`src/rtl/pmu_host_driver_if.sv`:
```
// Host-side streams of the PMU driver: operand pairs in, lane results out.
// master is the host environment, slave is the driver block.
interface pmu_host_driver_if #(
    parameter int DATA_WIDTH = 16,
    parameter int OUT_W      = DATA_WIDTH + 1
);
    logic                  s_valid;
    logic                  s_ready;
    logic [DATA_WIDTH-1:0] s_a;
    logic [DATA_WIDTH-1:0] s_b;
    logic                  m_valid;
    logic                  m_ready;
    logic [OUT_W-1:0]      m_data;
    logic                  m_last;

    modport master (
        output s_valid, s_a, s_b, m_ready,
        input  s_ready, m_valid, m_data, m_last
    );

    modport slave (
        input  s_valid, s_a, s_b, m_ready,
        output s_ready, m_valid, m_data, m_last
    );
endinterface

```
`src/rtl/pmu_host_driver.sv`:
```
// Sequences one PMU batch: clear, load NUM_LANES pairs, wait out the PMU
// pipeline, capture, then drain every lane result onto the output stream.
module pmu_host_driver #(
    parameter int NUM_LANES   = 240,
    parameter int DATA_WIDTH  = 16,
    parameter int PMU_LATENCY = 2,
    parameter int BATCH_W     = 16
) (
    input  logic                  clk,
    input  logic                  rst_n,
    pmu_host_driver_if.slave      bus_io,
    output logic                  pmu_rst_o,
    output logic                  load_en_o,
    output logic [DATA_WIDTH-1:0] dinA_o,
    output logic [DATA_WIDTH-1:0] dinB_o,
    output logic                  compute_start_o,
    output logic                  read_en_o,
    input  logic [DATA_WIDTH:0]   pmu_dout_i,
    input  logic                  pmu_valid_i,
    input  logic                  pmu_done_i,
    output logic                  busy_o,
    output logic [BATCH_W-1:0]    batch_cnt_o,
    output logic                  err_o
);
    localparam int OUT_W = DATA_WIDTH + 1;
    localparam int CNT_W = (NUM_LANES > 1) ? $clog2(NUM_LANES) : 1;
    localparam logic [CNT_W-1:0] LANE_LAST = CNT_W'(NUM_LANES - 1);
    localparam logic [CNT_W-1:0] LAT_LAST  = CNT_W'((PMU_LATENCY > 0) ? PMU_LATENCY - 1 : 0);

    typedef enum logic [2:0] {IDLE, CLEAR, LOAD, WAIT, CAPTURE, DRAIN} state_t;

    state_t             state_q, state_d;
    logic [CNT_W-1:0]   in_cnt_q, in_cnt_d;
    logic [CNT_W-1:0]   out_cnt_q, out_cnt_d;
    logic [CNT_W-1:0]   lat_cnt_q, lat_cnt_d;
    logic [BATCH_W-1:0] batch_q, batch_d;
    logic               err_q, err_d;
    // Registered one-hot decodes of the state, so no output depends on inputs
    // except the handshake-qualified strobes.
    logic               ready_q, clr_q, cap_q, drain_q, busy_q, last_q;
    logic               m_hs;

    assign load_en_o       = ready_q & bus_io.s_valid;
    assign dinA_o          = ready_q ? bus_io.s_a : '0;
    assign dinB_o          = ready_q ? bus_io.s_b : '0;
    assign bus_io.s_ready  = ready_q;
    assign bus_io.m_valid  = drain_q & pmu_valid_i;
    assign bus_io.m_data   = drain_q ? pmu_dout_i : {OUT_W{1'b0}};
    assign bus_io.m_last   = last_q;
    assign m_hs            = bus_io.m_valid & bus_io.m_ready;
    assign read_en_o       = m_hs & ~last_q;
    assign pmu_rst_o       = clr_q;
    assign compute_start_o = cap_q;
    assign busy_o          = busy_q;
    assign batch_cnt_o     = batch_q;
    assign err_o           = err_q;

    always_comb begin
        state_d   = state_q;
        in_cnt_d  = in_cnt_q;
        out_cnt_d = out_cnt_q;
        lat_cnt_d = lat_cnt_q;
        batch_d   = batch_q;
        // The wrapper must flag its last lane exactly when we expect it.
        err_d     = err_q | (drain_q & ((last_q != pmu_done_i) | ~pmu_valid_i));
        case (state_q)
            IDLE:    if (bus_io.s_valid) state_d = CLEAR;
            CLEAR:   state_d = LOAD;
            LOAD: begin
                if (load_en_o) begin
                    if (in_cnt_q == LANE_LAST) begin
                        in_cnt_d = '0;
                        state_d  = (PMU_LATENCY > 0) ? WAIT : CAPTURE;
                    end else begin
                        in_cnt_d = in_cnt_q + 1'b1;
                    end
                end
            end
            WAIT: begin
                if (lat_cnt_q == LAT_LAST) begin
                    lat_cnt_d = '0;
                    state_d   = CAPTURE;
                end else begin
                    lat_cnt_d = lat_cnt_q + 1'b1;
                end
            end
            CAPTURE: state_d = DRAIN;
            DRAIN: begin
                if (m_hs) begin
                    if (last_q) begin
                        out_cnt_d = '0;
                        batch_d   = batch_q + 1'b1;
                        state_d   = IDLE;
                    end else begin
                        out_cnt_d = out_cnt_q + 1'b1;
                    end
                end
            end
            default: state_d = IDLE;
        endcase
    end

    always_ff @(posedge clk or negedge rst_n) begin
        if (!rst_n) begin
            state_q   <= IDLE;
            in_cnt_q  <= '0;
            out_cnt_q <= '0;
            lat_cnt_q <= '0;
            batch_q   <= '0;
            err_q     <= 1'b0;
            ready_q   <= 1'b0;
            clr_q     <= 1'b0;
            cap_q     <= 1'b0;
            drain_q   <= 1'b0;
            busy_q    <= 1'b0;
            last_q    <= 1'b0;
        end else begin
            state_q   <= state_d;
            in_cnt_q  <= in_cnt_d;
            out_cnt_q <= out_cnt_d;
            lat_cnt_q <= lat_cnt_d;
            batch_q   <= batch_d;
            err_q     <= err_d;
            ready_q   <= (state_d == LOAD);
            clr_q     <= (state_d == CLEAR);
            cap_q     <= (state_d == CAPTURE);
            drain_q   <= (state_d == DRAIN);
            busy_q    <= (state_d != IDLE);
            last_q    <= (state_d == DRAIN) && (out_cnt_d == LANE_LAST);
        end
    end
endmodule
```
`src/flat_wrapper.sv`:
```
// flat-port wrapper written by rule: the top's interface ports become plain ports
module pmu_host_driver_flat 
#(
    parameter int NUM_LANES   = 240,
    parameter int DATA_WIDTH  = 16,
    parameter int PMU_LATENCY = 2,
    parameter int BATCH_W     = 16
)
  (clk, rst_n, pmu_rst_o, load_en_o, dinA_o, dinB_o, compute_start_o, read_en_o, pmu_dout_i, pmu_valid_i, pmu_done_i, busy_o, batch_cnt_o, err_o, bus_io_s_valid, bus_io_s_a, bus_io_s_b, bus_io_m_ready, bus_io_s_ready, bus_io_m_valid, bus_io_m_data, bus_io_m_last);
  pmu_host_driver_if #(.DATA_WIDTH(DATA_WIDTH)) bus_io_i ();
  input  logic clk;
  input  logic rst_n;
  output logic pmu_rst_o;
  output logic load_en_o;
  output logic [DATA_WIDTH-1:0] dinA_o;
  output logic [DATA_WIDTH-1:0] dinB_o;
  output logic compute_start_o;
  output logic read_en_o;
  input  logic [DATA_WIDTH:0] pmu_dout_i;
  input  logic pmu_valid_i;
  input  logic pmu_done_i;
  output logic busy_o;
  output logic [BATCH_W-1:0] batch_cnt_o;
  output logic err_o;
  input wire logic [$bits(bus_io_i.s_valid)-1:0] bus_io_s_valid;
  input wire logic [$bits(bus_io_i.s_a)-1:0] bus_io_s_a;
  input wire logic [$bits(bus_io_i.s_b)-1:0] bus_io_s_b;
  input wire logic [$bits(bus_io_i.m_ready)-1:0] bus_io_m_ready;
  output wire logic [$bits(bus_io_i.s_ready)-1:0] bus_io_s_ready;
  output wire logic [$bits(bus_io_i.m_valid)-1:0] bus_io_m_valid;
  output wire logic [$bits(bus_io_i.m_data)-1:0] bus_io_m_data;
  output wire logic [$bits(bus_io_i.m_last)-1:0] bus_io_m_last;
  assign bus_io_i.s_valid = bus_io_s_valid;
  assign bus_io_i.s_a = bus_io_s_a;
  assign bus_io_i.s_b = bus_io_s_b;
  assign bus_io_i.m_ready = bus_io_m_ready;
  assign bus_io_s_ready = bus_io_i.s_ready;
  assign bus_io_m_valid = bus_io_i.m_valid;
  assign bus_io_m_data = bus_io_i.m_data;
  assign bus_io_m_last = bus_io_i.m_last;
  pmu_host_driver #(.NUM_LANES(NUM_LANES), .DATA_WIDTH(DATA_WIDTH), .PMU_LATENCY(PMU_LATENCY), .BATCH_W(BATCH_W)) u_core (.clk(clk), .rst_n(rst_n), .bus_io(bus_io_i), .pmu_rst_o(pmu_rst_o), .load_en_o(load_en_o), .dinA_o(dinA_o), .dinB_o(dinB_o), .compute_start_o(compute_start_o), .read_en_o(read_en_o), .pmu_dout_i(pmu_dout_i), .pmu_valid_i(pmu_valid_i), .pmu_done_i(pmu_done_i), .busy_o(busy_o), .batch_cnt_o(batch_cnt_o), .err_o(err_o));
endmodule
```
`config.mk`:
```
export PLATFORM = sky130hd
export DESIGN_NAME = pmu_host_driver_flat
export DESIGN_NICKNAME = d
export VERILOG_FILES = /design/src/rtl/pmu_host_driver_if.sv /design/src/rtl/pmu_host_driver.sv /design/src/flat_wrapper.sv
export SDC_FILE = /design/constraint.sdc
export NUM_CORES = 1
export LEC_CHECK = 0
export CAP_MARGIN = 20
export CORE_ASPECT_RATIO = 0.75
export CORE_MARGIN = 5
export CORE_UTILIZATION = 30
export DETAILED_ROUTE_END_ITERATION = 8
export PLACE_DENSITY_LB_ADDON = 0.25
export SKIP_LAST_GASP = 1
export SLEW_MARGIN = 30
export SYNTH_ARGS = -nofsm -noshare
export SYNTH_HDL_FRONTEND = slang
export SYNTH_SLANG_ARGS = --single-unit
```
`constraint.sdc`:
```
create_clock -name clk -period 3 [get_ports clk]
set_input_delay 0.45 -clock clk [delete_from_list [all_inputs] [get_ports clk]]
set_output_delay 0.45 -clock clk [all_outputs]
set_load 0.05 [all_outputs]
```
# After elaboration in Yosys (flattened, before gate mapping)
# Index checks and enable logic that the tools add are counted.
[word_totals]
ff_bits = 50
inputBits = 55
elab_cells = 58
[classes]
mux = 15
n_reduce_logical = 5
n_eq_ne = 13
n_addsub = 4
bitwise_logic = 9
[op_table]
columns = ["cell", "n"]
rows = [
  ["$mux W8", 5],
  ["$mux W16", 2],
  ["$add A8 B1 Y8 const B", 3],
  ["$mux W3", 6],
  ["$pmux W3 S6", 1],
  ["$mux W17", 1],
  ["$add A16 B1 Y16 const B", 1],
  ["$eq A8 B8 Y1 const B", 2],
  ["$eq A3 B3 Y1 const B", 4],
  ["$eq A3 B2 Y1 const B", 3],
  ["$eq A8 B1 Y1 const B", 1],
  ["$eq A3 B1 Y1 const B", 2],
  ["$and A1 B1 Y1", 5],
  ["$logic_not A3 Y1", 1],
  ["$reduce_and A3 Y1", 1],
  ["$reduce_bool A3 Y1", 1],
  ["$not A1 Y1", 2],
  ["$or A1 B1 Y1", 2],
  ["$reduce_and A2 Y1", 1],
  ["$logic_and A1 B1 Y1", 1],
  ["$ne A1 B1 Y1", 1],
]

# Logic depth before layout (Yosys ltp)
[depth]
depth_word = 6
mapped_depth = 7

# Worst setup path before layout
# Ideal clock, no wire load.
[synth_timing]
path_kind = "register to output"
start = "reg u_core.drain_q"
end = "out read_en_o"
path_buffers = 1
arrival_time_ns = 1.574
t_required_ns = 2.550
path_stages_with_launch = 4
setup_slack_ns = 0.976
cell_sequence = "dfrtp_1 -> clkbuf_1 -> and2_1 -> and3_1"
[synth_via]
elab_chain_len = 3
[synth_rtl]
columns = ["element", "line", "rtl"]
rows = [
  ["start: declaration", "pmu_host_driver.sv:40", "logic ready_q, clr_q, cap_q, drain_q, busy_q, last_q;"],
  ["start signal: assignment", "pmu_host_driver.sv:127", "drain_q <= (state_d == DRAIN);"],
  ["$and A1 B1 Y1", "pmu_host_driver.sv:47", "assign bus_io.m_valid = drain_q & pmu_valid_i;"],
  ["via bus_io_m_valid", "flat_wrapper.sv:30", "output wire logic [$bits(bus_io_i.m_valid)-1:0] bus_io_m_valid;"],
  ["$and A1 B1 Y1", "pmu_host_driver.sv:50", "assign m_hs = bus_io.m_valid & bus_io.m_ready;"],
  ["$and A1 B1 Y1", "pmu_host_driver.sv:51", "assign read_en_o = m_hs & ~last_q;"],
  ["end: declaration", "flat_wrapper.sv:18", "output logic read_en_o;"],
]
# The timed path passes the listed nets, and every way through them passes these cells.

# Worst setup path after layout
[layout_timing]
start = "in pmu_valid_i"
end = "out read_en_o"
[layout_via]
elab_chain_len = 3
[layout_rtl]
columns = ["element", "line", "rtl"]
rows = [
  ["start: declaration", "flat_wrapper.sv:20", "input logic pmu_valid_i;"],
  ["$and A1 B1 Y1", "pmu_host_driver.sv:47", ""],
  ["$and A1 B1 Y1", "pmu_host_driver.sv:50", ""],
  ["$and A1 B1 Y1", "pmu_host_driver.sv:51", ""],
]
# No other way between the ends.

==> impl_metrics.tcl <==
set metrics [dict create \
    synth_async_sr_flop_share 1.00 \
    post_drt_via_cell_ratio 4.59 \
    vias 2422 \
    fin_hold_ws_ns 0.143 \
    crit_top_cell "clkdlybuf4s50_1" \
    ys_seq_area_frac 0.464 \
    multiInputGateArea_um2 1390 \
    start_util 0.303 \
    worst_pin_slew_ns 0.574 \
    switchingPower_w 0.00138 \
    die_w_um 119 \
    dpl.hpwl_um 5880 \
    yosys_warnings 0 \
    drive_above_1_share 0.0553 \
    clockRootBuffer "clkbuf_16" \
    final_common_cell "clkdlybuf4s50_1" \
    fill_cells 855 \
    synth_cell_types 39 \
    drt_iter0_drc 123 \
    synthCells 284 \
    clock_latency_ns 0.30 \
    port-buffer-count 128 \
    syn-mean-instance-area_um2 9.49 \
    mostFrequentLayoutCells "clkdlybuf4s50_1 (127), and2_1 (52), dfrtp_1 (50)" \
    crit_buf_inv 2 \
    hold_path_class "input port to async pin" \
    internal_power_w 0.00161 \
    gp_congestion 0.788 \
    area_growth_pct 57.9 \
    clock_sinks 50 \
    grt_pass1_wl_um 12300 \
    powerDensity_nw_per_um2 703 \
    start_kind "input port" \
    crit_path_end_kind "primary output" \
    routed_wl_um 7430 \
    fin_tns_setup_ns 0 \
    crit_family "buffers and inverters" \
    worstSetupStartpoint "pmu_valid_i" \
    finalClockSkew_ns 0.00925 \
    grt_use_total 0.138 \
    path_cells "clkdlybuf4s50_1 -> and2_1 -> and3_1 -> clkdlybuf4s50_1" \
    antenna_found_initial 0 \
    grt_pass1_vias 2344 \
    seqPwrFrac 0.281 \
    synth-main-ff-cell "dfrtp_1" \
    fmax_mhz 394 \
    fin_nets 475 \
    swShare 0.461 \
    maxSlewViolCount 0 \
    drc 0 \
    setup_viol 0 \
    min_period_ns 2.54 \
    p_clk_frac 0.192 \
    grt_max_degree 36 \
    p_leak_nw 1.74 \
    htreeDepth 2 \
    grt_setup_unrepaired "no" \
    die_area_um2 11000 \
    maxSlewHeadroom 0.617 \
    drv_cap 0 \
    post_drt_wl_per_cell_um 14.1 \
    clkTransAtPathRegs_ns 0.07 \
    netlist_area_um2 2700 \
    cp.required_ns 2.55 \
    dr.pass1.iters 4 \
    rows 30 \
    status "finished, final reports clean" \
    cp_slowest_cell "clkdlybuf4s50_1" \
    critPathKind "input port to primary output" \
    timing.rr.start "u_core.drain_q" \
    drtAntennaViolNets 0 \
    ctsHoldBuffers 0 \
    seq_area_um2 1250 \
    cp_data_arrival_time_ns 2.09 \
    final_core_util 0.478 \
    yosys_register_bits 50 \
    cpPeakStageDelay_ns 0.80 \
    antenna_cells 0 \
    path_max_fanout 3 \
    postCtsSetupBuffers 0 \
    overflow 0 \
    syn_nets 344 \
    pin_count 129 \
    cts_buffer_depth 2 \
    numCtsBuffers 5 \
    synth_edf_count 0 \
    die_y_um 92.1 \
    peakVddDrop_uv 215 \
    final-hold-violation-count 0 \
    min_period_over_period 0.846 \
    cts_tree "done" \
    comb_power_share 0.527 \
    core_um2 8900 \
    cts_resized 0 \
]
area by class of cell:
class / count / area share
timing repair buffer: 133 / 0.309
multi-input combinational: 221 / 0.326
inverter: 4 / 0.00353
sequential: 50 / 0.294
clock inverter: 3 / 0.00558
clock buffer: 5 / 0.0294
tap: 112 / 0.0329
cell usage after synthesis (4+ instances only):
cell      count  area share
nand2_1      33       0.046
xnor2_1      20       0.065
dfrtp_1      50        0.46
nor2_1       14       0.019
a21oi_1       4      0.0074
and2_1       52        0.12
nand4_1       6       0.014
xor2_1        5       0.016
and3_1        9       0.021
nor3_1        8       0.015
o21ai_0      12       0.022
nand3_1      18       0.033
ha_1          5       0.023
clkbuf_1      8       0.011
inv_1         4      0.0056
cells by family (layout without fill, tap and decap cells):
family,after synthesis,after routing,synth area share
xor+xnor,25,25,0.0812
mux,5,5,0.0200
buf+inv,13,145,0.0209
flops,50,50,0.464
simple gates,160,160,0.329
compound gates,26,26,0.0617
fa+ha+maj,5,5,0.0232
worst register-to-register path: cells and delay by family, from the launching register on:
| family | cells | cell delay (ns) |
|---|---|---|
| AOI/OAI and AO/OA | 2 | 0.59 |
| and+or+nand+nor | 3 | 1.00 |
| DFF | 1 | 0.64 |
through the flow:
step | power (W) | cells | instance area (um2) | worst slack [ns]
after global routing | 0.00314 | 528 | 4260 | 0.326
after global placement | 0.00243 | 520 | 4110 | 0.454
final | 0.00299 | 528 | 4260 | 0.462
after detailed placement | 0.00244 | 520 | 4110 | 0.407
after CTS | 0.00302 | 528 | 4260 | 0.441
after floorplan | 0.00189 | 284 | 2700 | 0.976
state kept, by name, indices dropped and copies added, names as in the netlist:
name,count
u_core.batch_cnt_o,16
u_core.in_cnt_q,8
u_core.lat_cnt_q,8
u_core.out_cnt_q,8
u_core.state_q,3
u_core.bus_io.m_last,1
u_core.bus_io.s_ready,1
u_core.busy_o,1
u_core.compute_start_o,1
u_core.drain_q,1
u_core.err_o,1
u_core.pmu_rst_o,1
routing by layer:
layer	GRT usage	wire length, um	up-vias
met5	0	0	-
met1	0.185	3460	1124
li1	-	-	1225
met2	0.219	3550	65
met4	0.0477	63	0
met3	0.0308	368	8
power groups by stage:
stage | clock network, W | registers [W] | logic [W]
after floorplan | 0 | 0.000872 | 0.00102
after global placement | 0 | 0.000851 | 0.00158
after detailed placement | 0 | 0.000854 | 0.00159
after CTS | 0.000590 | 0.000840 | 0.00159
after global routing | 0.000619 | 0.000857 | 0.00167
final | 0.000576 | 0.000839 | 0.00158
final timing paths:
check | slack [ns] | cells past startpoint | endpoint
setup / recovery | 0.46 | 4 | read_en_o
hold reg to reg | 0.46 | 1 | u_core.err_o
setup reg to reg | 0.72 | 5 | u_core.bus_io.m_last
max in group asynchronous | 2.10 | 2 | u_core.bus_io.s_ready
hold / removal | 0.14 | 1 | u_core.out_cnt_q[2]
min in group clk | 0.46 | 1 | u_core.err_o
Note: power is estimated with default switching activity, not from simulation.
